### src/rtl/comp_gt_seq.sv
// comp_gt_seq: sequential magnitude comparator for wide unsigned operands.
//
// Two operands of 4*NIBBLES bits are compared one nibble per cycle, starting
// at the most significant nibble. A single 4-bit greater-than instance and a
// 4-bit equality term are shared across all nibble positions. The compare
// stops at the first nibble that differs.
//
// Ports:
//   clk    in   system clock, rising edge
//   reset  in   synchronous active-high reset
//   start  in   compare request, sampled only while idle
//   a, b   in   unsigned operands, W = 4*NIBBLES bits, latched at accept
//   busy   out  high while nibbles are being evaluated
//   done   out  one-cycle pulse when the result flags become valid
//   gt     out  result A > B
//   eq     out  result A == B
//   lt     out  result A < B
// All outputs are registered.

// 4-bit greater-than primitive shared by every nibble position.
module comp_gt_seq_gt4 (
    input  logic [3:0] a_i,
    input  logic [3:0] b_i,
    output logic       gt_o
);
    assign gt_o = (a_i > b_i);
endmodule

module comp_gt_seq #(
    parameter int unsigned NIBBLES = 4
) (
    input  logic                   clk,
    input  logic                   reset,
    input  logic                   start,
    input  logic [4*NIBBLES-1:0]   a,
    input  logic [4*NIBBLES-1:0]   b,
    output logic                   busy,
    output logic                   done,
    output logic                   gt,
    output logic                   eq,
    output logic                   lt
);
    localparam int unsigned W  = 4 * NIBBLES;
    // Nibble index width; at least one bit even when NIBBLES == 1.
    localparam int unsigned IW = (NIBBLES > 1) ? $clog2(NIBBLES) : 1;
    localparam logic [IW-1:0] IDX_MSB = IW'(NIBBLES - 1);

    typedef enum logic [1:0] {
        S_IDLE = 2'd0,
        S_CMP  = 2'd1,
        S_DONE = 2'd2
    } state_t;

    state_t          state_q;
    logic [W-1:0]    ra_q;
    logic [W-1:0]    rb_q;
    logic [IW-1:0]   idx_q;
    logic [IW-1:0]   idx_d;
    logic            busy_q;
    logic            done_q;
    logic            gt_q;
    logic            eq_q;
    logic            lt_q;

    logic [3:0]      nib_a;
    logic [3:0]      nib_b;
    logic            ngt;
    logic            neq;
    logic            nlt;
    logic            idx_zero;

    // Nibble select: explicit mux over legal positions so the index never
    // addresses bits beyond the operand.
    always_comb begin
        nib_a = '0;
        nib_b = '0;
        for (int unsigned i = 0; i < NIBBLES; i++) begin
            if (idx_q == IW'(i)) begin
                nib_a = ra_q[4*i +: 4];
                nib_b = rb_q[4*i +: 4];
            end
        end
    end

    comp_gt_seq_gt4 u_gt4 (
        .a_i  (nib_a),
        .b_i  (nib_b),
        .gt_o (ngt)
    );

    assign neq      = (nib_a == nib_b);
    assign nlt      = ~ngt & ~neq;
    assign idx_zero = (idx_q == '0);
    assign idx_d    = idx_q - IW'(1);

    always_ff @(posedge clk) begin
        if (reset) begin
            state_q <= S_IDLE;
            idx_q   <= '0;
            busy_q  <= 1'b0;
            done_q  <= 1'b0;
            gt_q    <= 1'b0;
            eq_q    <= 1'b0;
            lt_q    <= 1'b0;
        end else begin
            unique case (state_q)
                S_IDLE: begin
                    done_q <= 1'b0;
                    if (start) begin
                        ra_q    <= a;
                        rb_q    <= b;
                        idx_q   <= IDX_MSB;
                        gt_q    <= 1'b0;
                        eq_q    <= 1'b0;
                        lt_q    <= 1'b0;
                        busy_q  <= 1'b1;
                        state_q <= S_CMP;
                    end
                end
                S_CMP: begin
                    if (ngt) begin
                        gt_q    <= 1'b1;
                        busy_q  <= 1'b0;
                        done_q  <= 1'b1;
                        state_q <= S_DONE;
                    end else if (nlt) begin
                        lt_q    <= 1'b1;
                        busy_q  <= 1'b0;
                        done_q  <= 1'b1;
                        state_q <= S_DONE;
                    end else if (!idx_zero) begin
                        // Equal nibble with lower nibbles left: step down.
                        idx_q   <= idx_d;
                    end else begin
                        eq_q    <= 1'b1;
                        busy_q  <= 1'b0;
                        done_q  <= 1'b1;
                        state_q <= S_DONE;
                    end
                end
                S_DONE: begin
                    done_q  <= 1'b0;
                    state_q <= S_IDLE;
                end
                default: begin
                    busy_q  <= 1'b0;
                    done_q  <= 1'b0;
                    state_q <= S_IDLE;
                end
            endcase
        end
    end

    assign busy = busy_q;
    assign done = done_q;
    assign gt   = gt_q;
    assign eq   = eq_q;
    assign lt   = lt_q;

endmodule

### config.mk
export PLATFORM = sky130hd
export DESIGN_NAME = comp_gt_seq
export DESIGN_NICKNAME = d
export VERILOG_FILES = /design/src/rtl/comp_gt_seq.sv
export SDC_FILE = /design/constraint.sdc
export NUM_CORES = 1
export LEC_CHECK = 0
export BUFFER_PORTS_ARGS = -buffer_cell sky130_fd_sc_hd__buf_2
export CORE_MARGIN = 2
export CORE_UTILIZATION = 49
export DETAILED_ROUTE_END_ITERATION = 8
export GPL_ROUTABILITY_DRIVEN = 0
export PLACE_DENSITY = 0.81
export SYNTH_ARGS = -nofsm -noshare
export SYNTH_HDL_FRONTEND = slang
export SYNTH_HIERARCHICAL = 1
export SYNTH_SLANG_ARGS = --single-unit
### constraint.sdc
create_clock -name clk -period 3.5 [get_ports clk]
set_input_delay 0.175 -clock clk [delete_from_list [all_inputs] [get_ports clk]]
set_output_delay 0.175 -clock clk [all_outputs]
set_load 0.005 [all_outputs]
# After elaboration in Yosys (flattened, before gate mapping)
# Index checks and enable logic that the tools add are counted.
[totals]
ff_bits = 41
input_bits = 35
out_inout_bits = 5
elab_cells = 78
[classes]
add_sub_neg = 1
order_cmp = 1
eq_ne = 14
mux = 35
bitwise = 6
reduce_logical = 12
[ops]
columns = ["operator", "n"]
rows = [
  ["$mux 4", 8],
  ["$mux 2", 8],
  ["$ne 2x2->1 const B", 7],
  ["$mux 1", 13],
  ["$reduce_and 5->1", 2],
  ["$reduce_and 3->1", 3],
  ["$pmux 2 s2", 2],
  ["$eq 2x2->1 const B", 3],
  ["$pmux 1 s2", 3],
  ["$not 1->1", 5],
  ["$eq 2x1->1 const B", 2],
  ["$eq 4x4->1", 1],
  ["$gt 4x4->1", 1],
  ["$logic_not 2->1", 2],
  ["$ne 4x4->1 const B", 1],
  ["$reduce_and 4->1", 1],
  ["$pmux 1 s3", 1],
  ["$reduce_bool 3->1", 1],
  ["$reduce_and 2->1", 1],
  ["$reduce_bool 2->1", 1],
  ["$reduce_or 2->1", 1],
  ["$sub 2x1->2 const B", 1],
  ["$and 1x1->1", 1],
]

# Depth between registers and ports, before layout
# Gate-level depths: netlist (run 1).
[depth]
word_depth = 11
depth_mapped = 17
depth_no_buf = 15

# Cells and area by module
# Netlist (run 1), hierarchy kept.
[by_module_without_submodules]
columns = ["module", "instances", "cells_per_inst", "area_each_um2", "seq_area_each_um2"]
rows = [
  ["comp_gt_seq", 1, 129, 1769.2, 1141.1],
  ["comp_gt_seq_gt4", 1, 13, 98.8, 0.0],
]

# Least setup slack after synthesis (run 1)
# Ideal clock, no wire load.
[synth_timing]
kind = "register -> register"
from = "reg state_q[1]"
to = "reg ra_q[0] (enable)"
setup_time_ps = 461
arrival_time_ps = 2715
required_time_ps = 3039
slack_ps = 324
stages_incl_launch_ff = 3
path_buffers = 0
path_cell_list = "dfxtp_1 -> nand2b_1 -> nor3_1"
[synth_via]
elab_chain_cells = 2
[synth_lines]
columns = ["element", "line", "text"]
rows = [
  ["start, declared", "54", "state_t state_q;"],
  ["start signal, assigned", "98", "state_q <= S_IDLE;"],
  ["start signal, assigned", "117", "state_q <= S_CMP;"],
  ["start signal, assigned", "125", "state_q <= S_DONE;"],
  ["$logic_not 2->1", "106", "unique case (state_q)"],
  ["$reduce_and 3->1 (no source line)", "n/a", ""],
  ["end signal, assigned", "110", "ra_q <= a;"],
  ["end, declared", "55", "logic [W-1:0] ra_q;"],
]
# No other way between the ends.
# A chain may end at the register's enable or synchronous reset.

# Final worst setup path (run 1)
[layout_timing]
from = "reg idx_q[0]"
to = "reg idx_q[0]"
[layout_via]
elab_chain_cells = 10
word_cells_on_any_way = 26
cone_classes = "1 x add/sub; 1 x order compare; 7 x eq/ne; 12 x mux; 3 x bitwise; 2 x reduce/logical"
[layout_lines]
columns = ["element", "line", "text"]
rows = [
  ["start, declared", "57", "logic [IW-1:0] idx_q;"],
  ["start signal, assigned", "133", "idx_q <= idx_d;"],
  ["$logic_not 2->1", "78", "if (idx_q == IW'(i)) begin"],
  ["$mux 4 (3 in series)", "78", ""],
  ["$mux 4 *", "78", ""],
  ["net nib_a[1]", "65", "logic [3:0] nib_a;"],
  ["$gt 4x4->1 *", "26", "assign gt_o = (a_i > b_i);"],
  ["net ngt", "67", "logic ngt;"],
  ["$not 1->1", "92", "assign nlt = ~ngt & ~neq;"],
  ["$and 1x1->1", "92", ""],
  ["$ne 2x2->1 (no source line)", "n/a", ""],
  ["$reduce_and 5->1 (no source line) *", "n/a", ""],
]
# The timed path passes the listed nets; every way through them passes the cells marked *. The select of a mux whose other input is x is not followed.

==> results.cfg, run 1 <==
[outcome]
status = completed

[route]
drtPass1Iterations = 4
route.detailed.drc = 0
viasPerCell = 5.433
vias = 1266
drtIter0Drc = 55
wl_per_cell_um = 14.37
wl_mm = 3.348
ant_nets = 0

[synthesis]
yosysUniqueCellTypes = 43
synth_xor_area_share_pct = 0
synthAdderAreaFrac_pct = 5.358
synth.most_common_cell = edfxtp_1
synth-simple-area-share_pct = 12.26
synthesis.nets = 185
synth_compound_area_share_pct = 16.81
synth-edff-count = 32
yosys-top-cells-count = 32 x edfxtp_1, 10 x inv_1, 9 x dfxtp_1, 9 x nor2_1, 8 x ha_1
avgSynthCellArea_um2 = 13.16
yosysTopAreaCellShare_pct = 51.44
yosys.area.top_type = edfxtp_1
synthFlopType = edfxtp_1
synth_mux_area_share_pct = 0.5358
syn_area_um2 = 1868
synth_area_leaders = edfxtp_1 51%, dfxtp_1 9.6%, ha_1 5.4%
synth_top_family_by_area = compound AO/OA/AOI/OAI gates
ys_ff_latch = 41
syn-instance-count = 142
ys_async_sr_fraction_pct = 0
yosysSeqAreaShare_pct = 61.09
yosys_warnings = 6

[timing]
finalHoldViolCount = 0
setup_violations = 0
fmax_mhz = 305.7
period_needed_ns = 3.271
slew_headroom_pct = 66.28
rsz0062_at_grt = no
fin_crit_sh_pct = 93.46
final_max_slew_viol_count = 0
worst_clock_skew_ns = 0.008517
finalSetupTns_ns = 0
tightest_slew_ns = 0.5058

[cts]
cts_buffers = 5
clock_latency_ns = 0.29
clockBufferDepth = 2
clk_pin_slew_ns = 0.08
postCtsSetupBuffers = 0
htree_levels = 2
cts_tree = done
clock-sinks = 41
root_buffer = clkbuf_8

[hold_path]
hold_path_depth = 1
min_path_type = primary input to register

[setup_path]
crit_path_end_kind = register
cp_max_fo = 7
cp-start-kind = register
reg2regPathDepth = 14
worstPathRequired_ns = 3.72
cp.arrival_ns = 3.49
crit_type = register to register

[die]
core_area_um2 = 3661
die_h_um = 65.75
die_x_um = 65.75
rows = 22
die-area_um2 = 4322
pin_count = 40
initial_core_util_pct = 51.03

[global_routing]
grt_overflow = 0
first_global_vias = 1327
grt_pass1_wl_mm = 5.706
grt_max_degree = 33
antenna_found_initial = 0
grtUsageTotal_pct = 18.14

[finish]
area_growth_syn_to_layout_pct = 18.55
fill_cells = 282
antennaDiodeCount = 0
drive_gt1_share_pct = 34.05
fin_cells = 233
num-nets-final = 227

[placed_design]
dp_cells = 225
dp_hpwl_mm = 2.572
port_buffers = 39

[power_and_ir_drop]
p_per_area_nw_per_um2 = 870.4
ir_worst_vdd_uv = 517.2
p_leak_nw = 0.8559

[run]
drv_cap = 0
-- cell families (layout without fill, tap and decap cells) --
| logic type | after synthesis | count (layout) |
|---|---|---|
| fa+ha+maj | 8 | 8 |
| compound gates | 39 | 39 |
| mux | 1 | 1 |
| flops | 41 | 41 |
| buf+inv | 16 | 59 |
| simple gates | 37 | 37 |
-- final cells by class --
class                      instances  area (um^2)  share of cell area, %
multi-input combinational         85        678.2                  30.62
tap                               48        60.06                  2.712
sequential                        41         1142                  51.58
clock buffer                       5        68.82                  3.107
timing repair buffer              41        210.2                  9.492
clock inverter                     3        17.52                 0.7910
inverter                          10        37.54                  1.695
-- final timing paths --
path	startpoint	end	slack [ns]
worst max-delay path	idx_q[0]$_SDFFE_PP0P_	idx_q[0]$_SDFFE_PP0P_	0.23
worst min-delay path	a[15]	ra_q[15]$_DFFE_PP_	0.05
worst max register to register	idx_q[0]$_SDFFE_PP0P_	idx_q[0]$_SDFFE_PP0P_	0.23
worst min register to register	done$_SDFFE_PP0P_	done$_SDFFE_PP0P_	0.46
-- through the flow --
| step | hold WS [ns] | area [um^2] | worst slack (ns) | util (%) | power (mW) |
|---|---|---|---|---|---|
| after floorplan | 0.2739 | 1868 | 0.3238 | - | 1.416 |
| after global placement | 0.3511 | 2107 | 0.2388 | 57.55 | 1.516 |
| after detailed placement | 0.3531 | 2107 | 0.03522 | 57.55 | 1.579 |
| after CTS | 0.04379 | 2193 | 0.005363 | 59.91 | 1.881 |
| after global routing | 0.03093 | 2215 | 0.01989 | 60.49 | 2.086 |
| final | 0.05065 | 2215 | 0.2288 | 60.49 | 1.928 |
-- sequential cells by signal, indices dropped and copies added, names as in the netlist --
signal / count
idx_q: 2
eq: 1
done: 1
lt: 1
rb_q: 16
ra_q: 16
state_q: 2
gt: 1
busy: 1
-- cells in the final DEF (no fill, tap or decap), drive strengths merged, types with 4 or more instances in the layout --
master  count
buf        41
edfxtp     32
inv        10
nor2        9
dfxtp       9
ha          8
a211oi      5
and2        5
clkbuf      5
a221oi      5
o22ai       4
nor3        4
a21oi       4
-- critical path: stages (launching register included) --
cell and delay [ns]:
dfxtp_2 0.37, inv_1 0.08, ha_1 0.24, or2_4 0.30, a221o_1 0.31, and2_1 0.18, ha_1 0.29, nor2b_1 0.13
o211ai_1 0.18, a21oi_2 0.12, nor2_2 0.15, mux2i_1 0.08, or2_2 0.30, or3_1 0.31, o2bb2ai_1 0.15
-- timing repair --
action,4_1_cts,5_1_grt
setup endpoints to repair,0,3
gates resized for setup,0,8
hold buffers,0,0
-- power by group --
part / total [mW] / switching, mW / internal, mW
sequential: 0.650 / 0.0428 / 0.608
combinational: 0.983 / 0.564 / 0.420
clock: 0.294 / 0.156 / 0.138
-- per-layer routing --
metal / routed length (um) / part of all wire, % / vias up / track usage [%]
li1: - / - / 628 / -
met1: 1451 / 43 / 591 / 22.16
met2: 1636 / 49 / 36 / 28.54
met3: 149 / 4.5 / 11 / 5.651
met4: 110 / 3.3 / 0 / 9.896
met5: 0 / 0 / - / 0
No activity file was read; power rests on OpenSTA's default activity.
==> run 2: changes to the inputs <==
CELL_PAD_IN_SITES_DETAIL_PLACEMENT = 0   (was default)
CELL_PAD_IN_SITES_GLOBAL_PLACEMENT = 2   (was default)
CORE_UTILIZATION = 36   (was 49)
PLACE_DENSITY = 0.87   (was 0.81)
==> run 2 against run 1 <==
Worst hold slack gained 0.0041 ns. Combinational power increased by 1%. Clock-buffer cell count unchanged. Clock power grew 30%. Die area up 34%.
==> results.cfg, run 2 (same netlist as run 1, synthesis figures left out) <==
[die]
rows = 26
initial_core_util_pct = 37.05
pin_count = 40
die-area_um2 = 5781
core_area_um2 = 5042
die_h_um = 76.04
die_x_um = 76.04

[global_routing]
first_global_vias = 1353
grt_pass1_wl_mm = 6.134
grt_max_degree = 33
grt_overflow = 0
antenna_found_initial = 0
grtUsageTotal_pct = 13.03

[timing]
final_max_slew_viol_count = 0
finalSetupTns_ns = 0
fin_crit_sh_pct = 93.01
finalHoldViolCount = 0
rsz0062_at_grt = no
period_needed_ns = 3.255
tightest_slew_ns = 0.4755
setup_violations = 0
worst_clock_skew_ns = 0.009671
fmax_mhz = 307.2
slew_headroom_pct = 68.16

[power_and_ir_drop]
p_per_area_nw_per_um2 = 890.4
ir_worst_vdd_uv = 347.4
p_leak_nw = 0.8700

[route]
ant_nets = 0
drtIter0Drc = 44
viasPerCell = 4.852
vias = 1242
wl_mm = 3.481
drtPass1Iterations = 4
route.detailed.drc = 0
wl_per_cell_um = 13.60

[cts]
clock-sinks = 41
cts_hold_buf = 0
clk_pin_slew_ns = 0.09
cts_resized = 0
postCtsSetupBuffers = 0
cts_buffers = 5
root_buffer = clkbuf_8
htree_levels = 2
cts_tree = done
clockBufferDepth = 2
clock_latency_ns = 0.29

[setup_path]
path_cells = inv_1 -> ha_1 -> or2_4 -> a221o_1 -> and2_1 -> ha_1 -> nor2b_1 -> o211ai_1 -> a21oi_2 -> nor2_1 -> mux2i_1 -> or2_2 -> or3_1 -> o2bb2ai_1
crit_path_end_kind = register
cp_max_fo = 7
worstPathRequired_ns = 3.72
cp_slowest_cell = dfxtp_2
crit_type = register to register
path_buf_inv = 1
slowest_delay_ns = 0.38
cp_common_cell = ha_1
cp_top_family = simple AND/OR/NAND/NOR gates
cp-start-kind = register
cp.arrival_ns = 3.48

[finish]
fill_cells = 473
layout_commonest_cell = buf_2
final_cell_mix = 39 x buf_2, 32 x edfxtp_1, 10 x inv_1
reg.largest.list = ra_q x16, rb_q x16
drive_gt1_share_pct = 34.95
area_growth_syn_to_layout_pct = 21.90
finalInstanceArea_um2 = 2277
fin_cells = 256
antennaDiodeCount = 0
num-nets-final = 228

[outcome]
status = completed

[placed_design]
port_buffers = 39
post_dp_cell_area_um2 = 2142
dp_hpwl_mm = 2.638
dp_cells = 248

[hold_path]
min_path_type = primary input to register

[run]
drv_cap = 0
## run 2: cell count changes in the layout (fill, tap and decap cells not counted), sizes merged
cell,previous run,this run
clkinv,3,1
bufinv,0,1
clkinvlp,0,1
buf,41,42
## run 2: area by class of cell
cell class / instances / area, um^2 / share of cell area, %
tap: 70 / 87.58 / 3.846
timing repair buffer: 42 / 217.7 / 9.560
inverter: 10 / 37.54 / 1.648
multi-input combinational: 85 / 675.6 / 29.67
clock inverter: 3 / 46.29 / 2.033
sequential: 41 / 1144 / 50.22
clock buffer: 5 / 68.82 / 3.022
## run 2: worst paths after layout
path / from / end / slack [ns] / cells after the start
max: idx_q[0]$_SDFFE_PP0P_ / idx_q[0]$_SDFFE_PP0P_ / 0.24 / 14
min: a[11] / ra_q[11]$_DFFE_PP_ / 0.05 / 1
max reg2reg: idx_q[0]$_SDFFE_PP0P_ / idx_q[0]$_SDFFE_PP0P_ / 0.24 / 14
min reg2reg: lt$_SDFFE_PP0P_ / lt$_SDFFE_PP0P_ / 0.46 / 1
## run 2: power by group
| part | internal (mW) | leakage, nW | total, mW | switching [mW] |
|---|---|---|---|---|
| registers | 0.609 | 0.372 | 0.652 | 0.0431 |
| logic | 0.448 | 0.444 | 0.993 | 0.545 |
| clock network | 0.214 | 0.0543 | 0.383 | 0.169 |
## run 2: layer usage
layer | global-route usage (%) | vias up | share of wire, % | wire length [um]
met3 | 3.318 | 4 | 4.9 | 169
met4 | 4.364 | 0 | 1.0 | 35
li1 | - | 633 | - | -
met2 | 20.80 | 30 | 47 | 1629
met5 | 0 | - | 0 | 0
met1 | 17.41 | 575 | 47 | 1646
## run 2: metrics by stage
stage / hold slack [ns] / power, mW / utilization [%] / setup slack (ns)
6_report: 0.05477 / 2.028 / 45.16 / 0.2445
5_1_grt: 0.03575 / 2.212 / 45.16 / 0.01331
4_1_cts: 0.04268 / 2.003 / 44.76 / 0.1297
3_5_place_dp: 0.3531 / 1.613 / 42.48 / 0.1824
3_3_place_gp: 0.3511 / 1.592 / 42.48 / 0.2539
2_1_floorplan: 0.2739 / 1.416 / - / 0.3238
==> run 3: changes to the inputs <==
CAP_MARGIN = 40   (was default)
HOLD_SLACK_MARGIN = 0.1   (was default)
==> run 3 against run 2 <==
Non-clock buffer count increased by 32. Sequential share of layout area is 6.2 points lower. Maximum frequency about the same. Highest routed layer unchanged.
==> results.cfg, run 3 (same netlist as run 1, synthesis figures left out) <==
[global_routing]
grt_pass1_wl_mm = 6.575
grtUsageTotal_pct = 14.06
first_global_vias = 1493
antenna_found_initial = 0
grt_max_degree = 33
grt_overflow = 0

[cts]
htree_levels = 2
clock-sinks = 41
clk_pin_slew_ns = 0.09
cts_tree = done
cts_buffers = 5
postCtsSetupBuffers = 0
root_buffer = clkbuf_8
clock_latency_ns = 0.29
clockBufferDepth = 2

[setup_path]
cp_common_cell = ha_1
cp_max_fo = 7
r2r_end = idx_q[0]$_SDFFE_PP0P_
reg2regPathDepth = 14
reg2reg_slack_ns = 0.24
cp.arrival_ns = 3.48
rr_startpoint = idx_q[0]$_SDFFE_PP0P_
worstPathRequired_ns = 3.72
crit_type = register to register
cp-start-kind = register
cp_slowest_cell = dfxtp_2
crit_path_end_kind = register
path_cells = inv_1 -> ha_1 -> or2_4 -> a221o_1 -> and2_1 -> ha_1 -> nor2b_1 -> o211ai_1 -> a21oi_2 -> nor2_1 -> mux2i_1 -> or2_2 -> or3_1 -> o2bb2ai_1
slowest_delay_ns = 0.38

[die]
core_area_um2 = 5042
die-area_um2 = 5781
rows = 26
pin_count = 40
initial_core_util_pct = 37.05
die_h_um = 76.04
die_x_um = 76.04

[outcome]
status = completed

[placed_design]
port_buffers = 39
post_dp_cell_area_um2 = 2142
dp_hpwl_mm = 2.638

[power_and_ir_drop]
power_mw = 2.062
p_leak_nw = 1.004
p_per_area_nw_per_um2 = 794.0
ir_worst_vdd_uv = 352.1

[route]
drtIter0Drc = 48
ant_nets = 0
viasPerCell = 4.802
wl_mm = 3.837
vias = 1383
drtPass1Iterations = 4
wl_per_cell_um = 13.32
route.detailed.drc = 0

[timing]
slew_headroom_pct = 67.16
final_max_slew_viol_count = 0
rsz0062_at_grt = no
fmax_mhz = 307.0
worst_clock_skew_ns = 0.009822
fin_crit_sh_pct = 93.07
tightest_slew_ns = 0.4927
period_needed_ns = 3.258
setup_violations = 0
hold_slack_ns = 0.1944
finalHoldViolCount = 0
finalSetupTns_ns = 0

[finish]
fill_cells = 444
antennaDiodeCount = 0
num-nets-final = 260
reg.largest.list = ra_q x16, rb_q x16
final_cell_mix = 39 x buf_2, 32 x dlygate4sd3_1, 32 x edfxtp_1
layout_commonest_cell = buf_2
final_util_pct = 51.51
area_growth_syn_to_layout_pct = 39.05
finalInstanceArea_um2 = 2597
drive_gt1_share_pct = 29.82

[hold_path]
hold_path_depth = 2
min_from = reset
worstHoldEndpoint = gt$_SDFFE_PP0P_
min_path_type = primary input to register

[run]
drv_cap = 0
==> run 3: worst max-delay path by stage <==
stage               depth (start not counted)               endpoint                    start  slack, ns
floorplan                                   2      ra_q[0]$_DFFE_PP_  state_q[1]$_SDFFE_PP0P_       0.32
global placement                           14  idx_q[0]$_SDFFE_PP0P_    idx_q[0]$_SDFFE_PP0P_       0.25
detailed placement                         14  idx_q[0]$_SDFFE_PP0P_    idx_q[0]$_SDFFE_PP0P_       0.18
CTS                                        14  idx_q[0]$_SDFFE_PP0P_    idx_q[0]$_SDFFE_PP0P_       0.13
global route                               14  idx_q[0]$_SDFFE_PP0P_    idx_q[0]$_SDFFE_PP0P_       0.01
finish                                     14  idx_q[0]$_SDFFE_PP0P_    idx_q[0]$_SDFFE_PP0P_       0.24
==> run 3: critical path, delay by kind of cell (launching register included) <==
kind            cells  cell delay [ns]
mux                 1             0.10
fa+ha+maj           2             0.55
buf+inv             1             0.07
simple gates        6             1.39
compound gates      4             0.71
flops               1             0.38
==> run 3: report_power, final <==
| group | total, mW | leakage (nW) | internal [mW] | switching (mW) |
|---|---|---|---|---|
| combinational | 1.03 | 0.578 | 0.471 | 0.554 |
| clock | 0.385 | 0.0543 | 0.214 | 0.171 |
| sequential | 0.653 | 0.372 | 0.609 | 0.0437 |
==> run 3: repair_timing <==
| action | in CTS | in global routing |
|---|---|---|
| endpoints found under the hold margin | 32 | 0 |
| hold buffers | 32 | 0 |
| gates resized for setup | 0 | 8 |
| setup endpoints to repair | 0 | 2 |
==> run 3: metal layers <==
layer | track usage (%) | wire length, um | vias up
met3 | 3.436 | 155 | 4
li1 | - | - | 698
met2 | 24.91 | 1950 | 34
met4 | 4.364 | 35 | 0
met1 | 16.90 | 1695 | 647
met5 | 0 | 0 | -
==> run 3: cell type report <==
cell class	count	area (um^2)	area share (%)
Clock buffer	5	68.82	2.649
Clock inverter	3	46.29	1.782
Inverter	10	37.54	1.445
Multi-Input combinational cell	85	675.6	26.01
Sequential cell	41	1144	44.03
Tap cell	70	87.58	3.372
Timing Repair Buffer	74	538.0	20.71
==> run 3: metrics by stage <==
step,instances,worst slack [ns]
after floorplan,142,0.3238
after global placement,248,0.2539
after detailed placement,248,0.1824
after CTS,288,0.1297
after global routing,288,0.01331
final,288,0.2424
